File: config.mk
export PLATFORM = sky130hd
export DESIGN_NAME = sprot_mchk
export DESIGN_NICKNAME = d
export VERILOG_FILES = /design/src/rtl/sprot_mchk.sv
export SDC_FILE = /design/constraint.sdc
export NUM_CORES = 1
export LEC_CHECK = 0
export ABC_CLOCK_PERIOD_IN_PS = 3100
export CORE_MARGIN = 1
export CORE_UTILIZATION = 33
export DETAILED_ROUTE_END_ITERATION = 12
export DONT_BUFFER_PORTS = 1
export HOLD_SLACK_MARGIN = 0.06
export PLACE_DENSITY = 0.51
export SETUP_SLACK_MARGIN = 0.4
export SLEW_MARGIN = 20
export SYNTH_ARGS = -nofsm -noshare
export SYNTH_HDL_FRONTEND = slang
export SYNTH_SLANG_ARGS = --single-unit
File: constraint.sdc
create_clock -name clk -period 3.1 [get_ports clk]
set_input_delay 0.775 -clock clk [delete_from_list [all_inputs] [get_ports clk]]
set_output_delay 0.775 -clock clk [all_outputs]
set_load 0.02 [all_outputs]
File: src/rtl/sprot_mchk.sv
// Multi-channel start/phase protocol checker: each channel expects a start
// strobe followed by SEQ_LEN ordered phase strobes with bounded gaps.
module sprot_mchk #(
  parameter int NUM_CH   = 4,
  parameter int SEQ_LEN  = 2,
  parameter int MAX_WAIT = 0,
  parameter int CNT_W    = 8
) (
  input  logic                        clk,
  input  logic                        rst_n,
  input  logic                        clr_cnt,
  input  logic [NUM_CH-1:0]           start,
  input  logic [NUM_CH*SEQ_LEN-1:0]   ph,
  output logic [NUM_CH-1:0]           busy,
  output logic [NUM_CH-1:0]           xfer_end,
  output logic [NUM_CH-1:0]           prot_err,
  output logic [2*NUM_CH-1:0]         err_code,
  output logic [NUM_CH*CNT_W-1:0]     err_cnt
);

  localparam int IDX_W = (SEQ_LEN > 1) ? $clog2(SEQ_LEN) : 1;
  localparam int WC_W  = (MAX_WAIT > 0) ? $clog2(MAX_WAIT + 1) : 1;

  localparam logic [IDX_W-1:0] IDX_LAST = IDX_W'(SEQ_LEN - 1);
  localparam logic [IDX_W-1:0] IDX_ONE  = IDX_W'(1);
  localparam logic [WC_W-1:0]  WC_LAST  = WC_W'(MAX_WAIT);
  localparam logic [WC_W-1:0]  WC_ONE   = WC_W'(1);
  localparam logic [CNT_W-1:0] CNT_MAX  = '1;
  localparam logic [CNT_W-1:0] CNT_ONE  = CNT_W'(1);

  localparam logic [1:0] CODE_NONE    = 2'd0;
  localparam logic [1:0] CODE_TIMEOUT = 2'd1;
  localparam logic [1:0] CODE_RESTART = 2'd2;

  typedef enum logic {IDLE, WAIT} state_e;

  for (genvar c = 0; c < NUM_CH; c++) begin : gCh
    state_e             state_q, state_d;
    logic [IDX_W-1:0]   idx_q, idx_d;
    logic [WC_W-1:0]    wcnt_q, wcnt_d;
    logic               end_q, end_d;
    logic               err_q, err_d;
    logic [1:0]         code_q, code_d;
    logic [CNT_W-1:0]   cnt_q, cnt_d;
    logic [SEQ_LEN-1:0] phCh;
    logic               phHit;

    assign phCh  = ph[c*SEQ_LEN +: SEQ_LEN];
    assign phHit = phCh[idx_q];

    // Terminating events (final phase, timeout) take priority over a restart,
    // and a start coincident with one of them opens the next transfer.
    always_comb begin
      state_d = state_q;
      idx_d   = idx_q;
      wcnt_d  = wcnt_q;
      end_d   = 1'b0;
      err_d   = 1'b0;
      code_d  = code_q;
      if (state_q == IDLE) begin
        if (start[c]) begin
          state_d = WAIT;
          idx_d   = '0;
          wcnt_d  = '0;
        end
      end else begin
        if (phHit && (idx_q == IDX_LAST)) begin
          end_d   = 1'b1;
          code_d  = CODE_NONE;
          state_d = start[c] ? WAIT : IDLE;
          idx_d   = '0;
          wcnt_d  = '0;
        end else if (!phHit && (wcnt_q == WC_LAST)) begin
          end_d   = 1'b1;
          err_d   = 1'b1;
          code_d  = CODE_TIMEOUT;
          state_d = start[c] ? WAIT : IDLE;
          idx_d   = '0;
          wcnt_d  = '0;
        end else if (start[c]) begin
          end_d   = 1'b1;
          err_d   = 1'b1;
          code_d  = CODE_RESTART;
          state_d = IDLE;
          idx_d   = '0;
          wcnt_d  = '0;
        end else if (phHit) begin
          idx_d  = idx_q + IDX_ONE;
          wcnt_d = '0;
        end else begin
          wcnt_d = wcnt_q + WC_ONE;
        end
      end

      cnt_d = cnt_q;
      if (clr_cnt) begin
        cnt_d = '0;
      end else if (err_d && (cnt_q != CNT_MAX)) begin
        cnt_d = cnt_q + CNT_ONE;
      end
    end

    always_ff @(posedge clk) begin
      if (!rst_n) begin
        state_q <= IDLE;
        idx_q   <= '0;
        wcnt_q  <= '0;
        end_q   <= 1'b0;
        err_q   <= 1'b0;
        code_q  <= CODE_NONE;
        cnt_q   <= '0;
      end else begin
        state_q <= state_d;
        idx_q   <= idx_d;
        wcnt_q  <= wcnt_d;
        end_q   <= end_d;
        err_q   <= err_d;
        code_q  <= code_d;
        cnt_q   <= cnt_d;
      end
    end

    assign busy[c]                  = (state_q == WAIT);
    assign xfer_end[c]              = end_q;
    assign prot_err[c]              = err_q;
    assign err_code[2*c +: 2]       = code_q;
    assign err_cnt[c*CNT_W +: CNT_W] = cnt_q;
  end

endmodule

======== After elaboration in Yosys (flattened, before gate mapping) ========
Cells that the tools add are included.
cells by class
  bitwise logic cells ..................... 5
  eq/ne operators ......................... 4
  mux-type cells .......................... 100
  reduce and logical (&&, ||, !) cells .... 41
  $lt $le $gt $ge ......................... 4
  $add $sub $neg .......................... 12
operators with widths
  cell                                                                           count
  1-bit 2-to-1 mux                                                               88
  8-bit by 1-bit adder with 8-bit output (second input constant)                 4
  8-bit != test (second input constant)                                          4
  2-bit 2-to-1 mux                                                               12
  2-bit AND reduction                                                            12
  4-bit nonzero test                                                             4
  1-bit logical AND                                                              12
  3-bit nonzero test                                                             4
  1-bit adder (second input constant)                                            8
  1-bit by 2-bit less-than comparator with 1-bit output (second input constant)  4
  2-bit nonzero test                                                             4
  1-bit NOT                                                                      5
  1-bit logical NOT                                                              4
  2-bit OR reduction                                                             1
word-level totals
  logic and storage cells ................. 194
  bits in registers ....................... 60
  bits of input ports ..................... 15
  output and inout port bits .............. 52

======== Depth between registers and ports, before layout ========
Gate-level depths: netlist of the first run.
  depth after elaboration ................. 8
  gate-level depth with buffers ........... 8
  depth with buffers taken out ............ 8

======== Worst setup path before layout of the first run ========
Ideal clock, no wire load.
  kind .................................... input-to-reg
  start ................................... in ph[7]
  end ..................................... reg gCh[3].cnt_q[5]
  stages on the path ...................... 7
  setup time .............................. 0.070 ns
  path buffers ............................ 0
  path slack .............................. 0.757 ns
  arrival time ............................ 2.272 ns
  cells stage by stage .................... and2_1 -> nor3_1 -> inv_1 -> ha_1 -> a211o_1 -> or4_1 -> a21oi_1
on the way
  word-level cells in the longest chain between the ends .. 8
  elaborated cells on any way between the ends .. 9
ends and longest elaborated chain
  element                                                RTL line  RTL
  start: declaration                                     13        input logic [NUM_CH*SEQ_LEN-1:0] ph,
  1-bit 2-to-1 mux (implied by the code) * (2 in a row)  49        assign phHit = phCh[idx_q];
  1-bit logical NOT                                      73        end else if (!phHit && (wcnt_q == WC_LAST)) begin
  1-bit logical AND                                      73
  1-bit 2-to-1 mux                                       73
  1-bit 2-to-1 mux *                                     67        if (phHit && (idx_q == IDX_LAST)) begin
  1-bit 2-to-1 mux *                                     60        if (state_q == IDLE) begin
  1-bit logical AND *                                    98        end else if (err_d && (cnt_q != CNT_MAX)) begin
  end signal: assignment                                 119       cnt_q <= cnt_d;
  end: declaration                                       44        logic [CNT_W-1:0] cnt_q, cnt_d;
Mark *: on every way between the ends. The rest lies on a longest branch, timed or not. The select of a mux whose other input is x is not followed.
A chain may end at the register's enable or synchronous reset.

======== Worst setup path after layout of the first run ========
  start ................................... in ph[5]
  end ..................................... reg gCh[2].cnt_q[5]
on the way
  word-level cells in the longest chain between the ends .. 8
  elaborated cells on any way between the ends .. 9
ends and longest elaborated chain
  element                                                RTL line
  1-bit 2-to-1 mux (implied by the code) * (2 in a row)  49
  1-bit logical NOT                                      73
  1-bit logical AND                                      73
  1-bit 2-to-1 mux                                       73
  1-bit 2-to-1 mux *                                     67
  1-bit 2-to-1 mux *                                     60
  1-bit logical AND *                                    98
  end signal: assignment                                 119
  end: declaration                                       44
Marked as above.

==> out/summary.txt, run 1 <==
number of I/O port buffers: 0
Yosys reg bits: 60
FP Rows: 33
Worst EP required: 3.36 ns
routability cong.: 0.734
Mapped Area: 0.00291 mm²
final WL: 6.32 mm
H-tree depth: 3
initial antenna violation count: 0
Syn. warnings: 0
Worst R2R Setup Slack: 0.94 ns
status: finished, final reports clean
largest net degree at the start of global routing: 27
Final HPWL DP: 4.45 mm
clk root buf: clkbuf_8
Chip Height: 95.9 µm
Iter 0 DRT Violations: 74
worst endpoint data arrival time: 2.48 ns
post-place instance area: 0.00292 mm²
VDD IR max: 0.000264 V
worst slack, placed: 0.525 ns
Avg WL per Cell: 14.5 µm
Hold Path Class: reg -> reg
Final Hold Vio Count: 0
Antenna Cells: 0
cells after synthesis: 335
Pins Over Slew Limit: 0
Congestion Overflow GR: 0
area growth from synthesis to layout: 7.23%
vias per cell: 5.41
most common cell after layout, fill and taps aside: dfxtp_1
fin area: 0.00312 mm²
Slew HR: 48.3%
Die W: 95.9 µm
GRT met1 Usage: 16.9%
Die ar.: 0.00919 mm²
GRT busiest layer: met2
fin nets: 348
clk_lat worst skew: 0.33 ns
CTS Sinks: 60
Post-synth EDFFs: 0
TritonCTS clock tree: done
cts hold-fix bufs: 0
critical path class: in -> reg
core box area: 0.00838 mm²
Critical Path End Type: flip-flop
first-pass GRT wire length: 10.0 mm
met2 usage: 22.7%
Synth Area per Inst: 8.68 µm²
Layout Skew: 0.00606 ns
number of max-cap violations: 0
DRC errors left: 0
LEAKAGE: 1.09 nW
shortest period the worst path allows: 2.23 ns
setup violators final: 0
Cell Count, Final, Fillers Out: 435
Most Frequent Cell on Critical Path: inv_1
IO Pins: 67
grt met3 use: 5.69%
Max clock buf depth: 2
cells along the critical path: and2_1 > nor3_1 > inv_1 > ha_1 > inv_1 > o211ai_1 > or4_1 > a21oi_1
cts bufs inserted: 9
number of global-route vias before repair: 2,129
Crit Path Max Fanout: 8
Pre-Repair DR Iteration Count: 4
Post CTS Setup Buffer Count: 0
Total Routing Usage GR: 14.3%
RSZ-0062 raised after global routing: false
Vias: 2,354
Crit path largest cell delay: 0.45 ns
ys flop type: dfxtp_1
cell family with most CP delay: simple AND/OR/NAND/NOR gates
starting density of the core: 34.7%
sequential area share after synthesis: 41.3%
placed insts: 419
Final Util: 37.2%
post-cts resize count: 0
asr flop ratio synth: 0%
fraction of layout cells with a size suffix above 1: 8.18%
slowest library cell on the worst path: or4_1
Setup WS post-layout: 0.875 ns
period utilisation layout: 71.8%
actual slew at the worst max-slew pin: 0.775 ns
antenna-violating nets left: 0
CP Buf/Inv Count: 2
setup_tns: 0 ns
fmax: 0.449 GHz
Net Count, Synth: 358
Netlist cell types: 52
Power per Cell Area: 533 mW/mm²
commonest cells after routing, fill and taps aside: dfxtp_1 (60), nand2_1 (28), a21oi_1 (26), nor2_1 (19), o21ai_0 (17)
crit start category: input pin
clk slew on worst S/H paths: 0.07 ns
==> sequential cells by signal (all words and copies together) (netlist names) <==
name,count
gCh.code_q,8
gCh.state_q,4
gCh.idx_q,4
gCh.wcnt_q,4
gCh.end_q,4
gCh.err_q,4
gCh.cnt_q,32
==> final cells by class <==
type                            instances  area [µm²]
Fill cell                             867        5260
Multi-Input combinational cell        239        1520
Sequential cell                        60        1200
Clock buffer                           12         155
Tap cell                              105         131
Clock inverter                          4        47.5
Inverter                               12        45.0
Timing Repair Buffer                    3        22.5
==> final timing paths <==
| kind | cells after the start | start | to |
|---|---|---|---|
| worst max-delay path | 8 | ph[5] | gCh[2].cnt_q[5]$_SDFFE_PP0P_ |
| worst min-delay path | 1 | gCh[3].wcnt_q$_SDFFE_PN0P_ | gCh[3].wcnt_q$_SDFFE_PN0P_ |
| worst max register to register | 8 | gCh[2].idx_q$_SDFFE_PN0P_ | gCh[2].cnt_q[5]$_SDFFE_PP0P_ |
| worst min register to register | 1 | gCh[3].wcnt_q$_SDFFE_PN0P_ | gCh[3].wcnt_q$_SDFFE_PN0P_ |
==> cell usage after synthesis, drive strengths merged (7+ instances only) <==
| cell type | number | area share [%] |
|---|---|---|
| nor2 | 19 | 2.5 |
| buf | 17 | 4.1 |
| nand3 | 13 | 2.2 |
| o21ai | 17 | 2.9 |
| a21oi | 26 | 4.5 |
| nand2b | 9 | 1.9 |
| nor3 | 7 | 1.2 |
| and3 | 7 | 1.5 |
| inv | 12 | 1.5 |
| ha | 8 | 3.4 |
| clkbuf | 7 | 0.90 |
| nand2 | 28 | 3.6 |
| and2 | 7 | 1.5 |
| nor2b | 11 | 2.4 |
| dfxtp | 60 | 41 |
| nand4 | 7 | 1.5 |
==> logic make-up (layout without fill, tap and decap cells) <==
family	count (synthesis)	after routing	synth area share, %
AND/OR/NAND/NOR	133	133	24.9
AO/OA/AOI/OAI	87	87	20.3
flip-flops	60	60	41.3
buffers and inverters	36	31	6.58
adder cells (fa/ha/maj)	8	8	3.44
XOR/XNOR	6	6	1.81
multiplexers	5	5	1.72
==> per-layer routing <==
| metal | routed length [µm] | up-vias |
|---|---|---|
| met1 | 3010 | 1107 |
| met4 | 87 | 0 |
| met5 | 0 | - |
| met2 | 2880 | 46 |
| met3 | 332 | 10 |
| li1 | - | 1191 |
==> stage by stage <==
step | power, mW | hold WS, ns
floorplan | 0.950 | 0.469
global placement | 0.958 | 0.489
detailed placement | 0.959 | 0.483
CTS | 1.69 | 0.497
global route | 1.74 | 0.498
finish | 1.66 | 0.496
==> power by group <==
| group | internal (mW) | total, mW | switching [mW] |
|---|---|---|---|
| clock network | 0.413 | 0.721 | 0.308 |
| registers | 0.790 | 0.832 | 0.0413 |
| logic | 0.0456 | 0.108 | 0.0624 |
| total | 1.25 | 1.66 | 0.412 |
Note: power is estimated with default switching activity, not from simulation.
==> inputs of run 2 (changes only) <==
Settings changed: ABC_CLOCK_PERIOD_IN_PS 3100 to 2100.
Clock period 3.1 ns to 2.1 ns, I/O delays scaled along.
==> run 2 against run 1 <==
Effect of this change: critical endpoint unchanged; largest power group is now clock; worst hold slack got worse by 0.23 ns; largest cell class unchanged; worst setup slack got worse by 0.60 ns; cell count increased by 9.0%; combinational power increased to 2.5 times the previous value; sequential power increased by 44%; via count increased by 7.7%; critical path depth increased by 1; global-route usage increased by 1.6 points; register-to-register slack got worse by 0.67 ns.
==> out/summary.txt, run 2 (synthesis results as in run 1) <==
DRC errors left: 0 (unchanged)
crit path to: gCh[2].cnt_q[5]$_SDFFE_PP0P_ (unchanged)
IO Pins: 67 (unchanged)
number of max-cap violations: 0 (unchanged)
crit start category: flip-flop (was input pin)
status: finished, final reports clean (unchanged)
Crit Path Max Fanout: 7 (was 8)
period utilisation layout: 87.0%
most common cell after layout, fill and taps aside: dfxtp_1 (unchanged)
Largest regs: gCh.cnt_q x32, gCh.code_q x8 (unchanged)
fraction of layout cells with a size suffix above 1: 29.0% (was 8.18%)
routability cong.: 0.744 (was 0.734)
Final Util: 44.6% (was 37.2%)
reg2reg start: gCh[2].idx_q$_SDFFE_PN0P_ (unchanged)
VDD IR max: 0.000403 V (was 0.000264 V)
Die ar.: 0.00919 mm² (unchanged)
actual slew at the worst max-slew pin: 0.439 ns (was 0.775 ns)
Antenna Cells: 0 (unchanged)
fmax: 0.547 GHz
Layout Skew: 0.0113 ns (was 0.00606 ns)
clk slew on worst S/H paths: 0.07 ns (about the same)
LEAKAGE: 1.37 nW (was 1.09 nW)
Iter 0 DRT Violations: 75 (was 74)
setup violators final: 0 (unchanged)
Crit path largest cell delay: 0.41 ns (was 0.45 ns)
Total Routing Usage GR: 15.9% (was 14.3%)
Pre-Repair DR Iteration Count: 4 (unchanged)
Setup WS post-layout: 0.272 ns (was 0.875 ns)
final WL: 7.02 mm (was 6.32 mm)
Power per Cell Area: 767 mW/mm² (was 533 mW/mm²)
max reg flops: 32 (unchanged)
slowest library cell on the worst path: or4_4 (was or4_1)
core box area: 0.00838 mm² (unchanged)
worst reg2reg endpoint: gCh[2].cnt_q[5]$_SDFFE_PP0P_ (unchanged)
fin nets: 387 (was 348)
R2R depth: 9 (was 8)
cts bufs inserted: 9 (unchanged)
Worst R2R Setup Slack: 0.27 ns (was 0.94 ns)
Congestion Overflow GR: 0 (unchanged)
TritonCTS clock tree: done (unchanged)
Avg WL per Cell: 14.8 µm (was 14.5 µm)
Worst EP required: 2.38 ns (was 3.36 ns)
area growth from synthesis to layout: 28.4% (was 7.23%)
clk root buf: clkbuf_8 (unchanged)
H-tree depth: 3 (unchanged)
number of I/O port buffers: 0 (unchanged)
CTS Sinks: 60 (unchanged)
Most Frequent Cell on Critical Path: inv_2 (was inv_1)
Chip Height: 95.9 µm (unchanged)
crit path launch: gCh[2].idx_q$_SDFFE_PN0P_ (was ph[5])
Final Hold Vio Count: 0 (unchanged)
Critical Path End Type: flip-flop (unchanged)
vias per cell: 5.35 (was 5.41)
Die W: 95.9 µm (unchanged)
number of global-route vias before repair: 2,277 (was 2,129)
Hold Path Class: in -> reg (was reg -> reg)
initial antenna violation count: 0 (unchanged)
setup_tns: 0 ns (unchanged)
antenna-violating nets left: 0 (unchanged)
clk_lat worst skew: 0.33 ns (about the same)
Vias: 2,536 (was 2,354)
first-pass GRT wire length: 11.1 mm (was 10.0 mm)
FP Rows: 33 (unchanged)
commonest cells after routing, fill and taps aside: dfxtp_1 (55), buf_4 (38), nand2_1 (28), a21oi_1 (21), nor2_1 (18) (was dfxtp_1 (60), nand2_1 (28), a21oi_1 (26), nor2_1 (19), o21ai_0 (17))
Pins Over Slew Limit: 0 (unchanged)
worst-case hold slack: 0.265 ns (was 0.496 ns)
critical path class: reg -> reg (was in -> reg)
Final HPWL DP: 4.69 mm (was 4.45 mm)
Slew HR: 70.7% (was 48.3%)
largest reg by FF count: gCh.cnt_q (unchanged)
largest net degree at the start of global routing: 29 (was 27)
cells along the critical path: and2_4 > nor3_4 > inv_2 > ha_4 > inv_2 > o211ai_1 > buf_4 > or4_4 > a21oi_2 (was and2_1 > nor3_1 > inv_1 > ha_1 > inv_1 > o211ai_1 > or4_1 > a21oi_1)
Max clock buf depth: 2 (unchanged)
worst endpoint data arrival time: 2.10 ns (was 2.48 ns)
shortest period the worst path allows: 1.83 ns
RSZ-0062 raised after global routing: true (was false)
starting density of the core: 34.7% (unchanged)
worst slack, placed: 0.0437 ns (was 0.525 ns)
==> run 2: cell count changes in the layout (fill, tap and decap cells not counted), sizes merged <==
cell,previous run,this run
clkinvlp,1,0
bufinv,1,4
buf,3,42
clkinv,2,0
==> run 2: worst max-delay path: cells and delay by family (launching register included) <==
kind,cells,cell delay [ns]
AO/OA/AOI/OAI,2,0.22
adder cells (fa/ha/maj),1,0.16
AND/OR/NAND/NOR,3,0.74
flip-flops,1,0.35
buffers and inverters,3,0.30
==> run 2: how the worst min path moves through the flow <==
stage                                from                         end  slack, ns  cells after the start
6_report                         start[0]   gCh[0].idx_q$_SDFFE_PN0P_       0.27                      1
5_1_grt                          start[0]   gCh[0].idx_q$_SDFFE_PN0P_       0.25                      1
4_1_cts                          start[0]   gCh[0].idx_q$_SDFFE_PN0P_       0.25                      1
3_5_place_dp   gCh[1].wcnt_q$_SDFFE_PN0P_  gCh[1].wcnt_q$_SDFFE_PN0P_       0.50                      1
3_3_place_gp   gCh[1].wcnt_q$_SDFFE_PN0P_  gCh[1].wcnt_q$_SDFFE_PN0P_       0.50                      1
2_1_floorplan  gCh[0].wcnt_q$_SDFFE_PN0P_  gCh[0].wcnt_q$_SDFFE_PN0P_       0.48                      2
==> run 2: what timing repair did <==
action | 4_1_cts | 5_1_grt
hold buffers | 0 | 0
pin swaps | 9 | 9
setup endpoints to repair | 22 | 22
setup buffers | 15 | 8
gates resized for setup | 14 | 30
==> run 2: layout make-up <==
cell class / instances / area [µm²]
timing repair buffer: 42 / 330
inverter: 12 / 45.0
fill: 841 / 4650
sequential: 60 / 1220
clock buffer: 12 / 145
tap: 105 / 131
multi-input combinational: 239 / 1750
clock inverter: 4 / 120
==> run 2: power breakdown <==
part	switching, mW	leakage (nW)	internal (mW)	total [mW]
registers	0.0396	0.490	1.16	1.20
logic	0.144	0.745	0.128	0.273
clock network	0.447	0.131	0.943	1.39
==> run 2: layer usage <==
metal	track usage [%]	part of all wire, %
met5	0	0
met4	7.34	2.3
met2	23.8	45
met1	20.6	46
met3	5.13	6.3
==> run 2: through the flow <==
| step | std cells | cell area [µm²] | power [mW] |
|---|---|---|---|
| finish | 474 | 3730 | 2.87 |
| floorplan | 335 | 3020 | 1.42 |
| CTS | 466 | 3550 | 2.88 |
| detailed placement | 435 | 3140 | 1.45 |
| global route | 474 | 3730 | 2.99 |
| global placement | 435 | 3140 | 1.45 |
==> inputs of run 3 (changes only) <==
Settings changed: CORE_MARGIN 1 to not set, CORE_UTILIZATION 33 to 63, MAX_ROUTING_LAYER set to met4, PLACE_DENSITY 0.51 to 0.83.
==> run 3 against run 2 <==
Effect of this change: sequential power about the same; clock power fell by 35%; critical endpoint is now gCh[2].cnt_q[7]$_SDFFE_PP0P_; cell count shrank 14%; fmax down 4.2%; via count up 0.55%; non-clock buffer count is 12 lower.
==> out/summary.txt, run 3 (synthesis results as in run 1) <==
number of I/O port buffers: 0 (unchanged)
final WL: 6.68 mm (was 7.02 mm)
P_sw: 0.602 mW (was 0.631 mW)
cts hold-fix bufs: 0 (unchanged)
Power per Cell Area: 686 mW/mm² (was 767 mW/mm²)
IO Pins: 67 (unchanged)
largest net degree at the start of global routing: 27 (was 29)
Fill cells: 308 (was 841)
Worst Hold Launch: start[0] (unchanged)
Iter 0 DRT Violations: 205 (was 75)
H-tree depth: 3 (unchanged)
Slew HR: 66.8% (was 70.7%)
TritonCTS clock tree: done (unchanged)
fraction of layout cells with a size suffix above 1: 25.3% (was 29.0%)
setup violators final: 0 (unchanged)
initial antenna violation count: 0 (unchanged)
setup_tns: 0 ns (unchanged)
max reg flops: 32 (unchanged)
Total Routing Usage GR: 28.5% (was 15.9%)
area of the multi-input gates: 0.00171 mm² (was 0.00175 mm²)
crit start category: flip-flop (unchanged)
period utilisation layout: 90.8% (was 87.0%)
Most Frequent Cell on Critical Path: inv_2 (unchanged)
cells along the critical path: and2_4 > nor3_4 > inv_2 > ha_4 > inv_2 > o211ai_1 > or4_1 > a21oi_1 (was and2_4 > nor3_4 > inv_2 > ha_4 > inv_2 > o211ai_1 > buf_4 > or4_4 > a21oi_2)
Critical Path Stages: 8 (was 9)
commonest cells after routing, fill and taps aside: dfxtp_1 (51), nand2_1 (28), buf_4 (27), a21oi_1 (25), nor2_1 (18) (was dfxtp_1 (55), buf_4 (38), nand2_1 (28), a21oi_1 (21), nor2_1 (18))
Pre-Repair DR Iteration Count: 4 (unchanged)
first-pass GRT wire length: 10.8 mm (was 11.1 mm)
starting density of the core: 66.3% (was 34.7%)
clk root buf: clkbuf_8 (unchanged)
Pint: 1.76 mW (was 2.23 mW)
register area: 0.00122 mm² (about the same)
Hold Path Class: in -> reg (unchanged)
CTS Sinks: 60 (unchanged)
hold path depth: 1 (unchanged)
crit path launch: gCh[2].idx_q$_SDFFE_PN0P_ (unchanged)
reg2reg start: gCh[2].idx_q$_SDFFE_PN0P_ (unchanged)
cts bufs inserted: 9 (unchanged)
Switching Fraction: 25.4% (was 22.0%)
sequential power share: 50.9% (was 42.0%)
R2R depth: 8 (was 9)
slowest library cell on the worst path: or4_1 (was or4_4)
DRC errors left: 0 (unchanged)
Congestion Overflow GR: 0 (unchanged)
routability cong.: 0.822 (was 0.744)
area growth from synthesis to layout: 18.6% (was 28.4%)
actual slew at the worst max-slew pin: 0.485 ns (was 0.439 ns)
antenna-violating nets left: 0 (unchanged)
number of global-route vias before repair: 2,394 (was 2,277)
clk_lat worst skew: 0.33 ns (about the same)
status: finished, final reports clean (unchanged)
shortest period the worst path allows: 1.91 ns (was 1.83 ns)
number of max-cap violations: 0 (unchanged)
worst endpoint data arrival time: 2.17 ns (was 2.10 ns)
clk slew on worst S/H paths: 0.07 ns (about the same)
critical path class: reg -> reg (unchanged)
LEAKAGE: 1.25 nW (was 1.37 nW)
core box area: 0.00438 mm² (was 0.00838 mm²)
cell family with most CP delay: simple AND/OR/NAND/NOR gates (unchanged)
Final HPWL DP: 4.30 mm (was 4.69 mm)
Layout Skew: 0.00757 ns (was 0.0113 ns)
Comb power frac: 10.9% (was 9.5%)
Worst R2R Setup Slack: 0.19 ns (was 0.27 ns)
Pins Over Slew Limit: 0 (unchanged)
fmax: 0.524 GHz (was 0.547 GHz)
CP Buf/Inv Count: 2 (was 3)
Worst EP required: 2.37 ns (was 2.38 ns)
FP Rows: 24 (was 33)
Crit path largest cell delay: 0.48 ns (was 0.41 ns)
RSZ-0062 raised after global routing: true (unchanged)
Antenna Cells: 0 (unchanged)
clock power share: 38.2% (was 48.5%)
Avg WL per Cell: 16.4 µm (was 14.8 µm)
Die W: 69.9 µm (was 95.9 µm)
Vias: 2,550 (was 2,536)
fin nets: 375 (was 387)
most common cell after layout, fill and taps aside: dfxtp_1 (unchanged)
vias per cell: 6.25 (was 5.35)
largest reg by FF count: gCh.cnt_q (unchanged)
Die ar.: 0.00489 mm² (was 0.00919 mm²)
Critical Path End Type: flip-flop (unchanged)
Largest regs: gCh.cnt_q x32, gCh.code_q x8 (unchanged)
VDD IR max: 0.000444 V (was 0.000403 V)
Max clock buf depth: 2 (unchanged)
Final Hold Vio Count: 0 (unchanged)
Chip Height: 69.9 µm (was 95.9 µm)
Crit Path Max Fanout: 7 (unchanged)
worst-case hold slack: 0.269 ns (was 0.265 ns)
==> run 3: cell count changes in the layout (fill, tap and decap cells not counted), sizes merged <==
cell and delta:
bufinv -4, clkinv +2, buf -12, clkbuf +1
==> run 3: final timing paths <==
| path | to |
|---|---|
| worst max-delay path | gCh[2].cnt_q[7]$_SDFFE_PP0P_ |
| worst min-delay path | gCh[0].idx_q$_SDFFE_PN0P_ |
| worst max register to register | gCh[2].cnt_q[7]$_SDFFE_PP0P_ |
| worst min register to register | gCh[1].idx_q$_SDFFE_PN0P_ |
==> run 3: final cells by class <==
cell class,instances,share of cell area [%]
Timing Repair Buffer,30,6.86
Multi-Input combinational cell,239,49.5
Clock inverter,2,0.290
Sequential cell,60,35.5
Tap cell,52,1.89
Inverter,12,1.31
Clock buffer,13,4.61
==> run 3: metrics by stage <==
step	std cells	power, mW	util [%]	setup WS, ns	instance area, µm²
6_report	408	2.37	78.7	0.193	3450
5_1_grt	408	2.45	78.7	0.156	3450
4_1_cts	404	2.35	76.2	0.274	3340
3_5_place_dp	376	1.45	69.0	0.00831	3030
3_3_place_gp	376	1.44	69.0	0.0939	3030
2_1_floorplan	335	1.42	-	0.158	3020
==> run 3: metal layers <==
layer	track usage (%)	up-vias	wire length, µm	part of all wire, %
met4	14.9	0	144	2.2
met3	7.36	13	348	5.2
met5	-	-	0	0
met2	46.9	72	3390	51
met1	31.8	1219	2800	42
li1	-	1246	-	-
==> run 3: power by group through the flow <==
stage	logic [mW]	clock network, mW	registers (mW)
6_report	0.257	0.903	1.21
4_1_cts	0.236	0.912	1.21
3_5_place_dp	0.210	0	1.24
2_1_floorplan	0.197	0	1.23
3_3_place_gp	0.204	0	1.23
5_1_grt	0.282	0.958	1.21
==> run 3: worst register-to-register path, cell delays in order, from the launching register on <==
cell and delay (ns):
dfxtp_4 0.36, and2_4 0.16, nor3_4 0.16, inv_2 0.07, ha_4 0.17, inv_2 0.07, o211ai_1 0.22, or4_1 0.48
a21oi_1 0.15
==> run 3: repair_timing <==
item	4_1_cts	5_1_grt
setup buffers	13	4
pin swaps	6	8
cloned	0	0
setup endpoints to repair	20	24
resized for setup	17	20
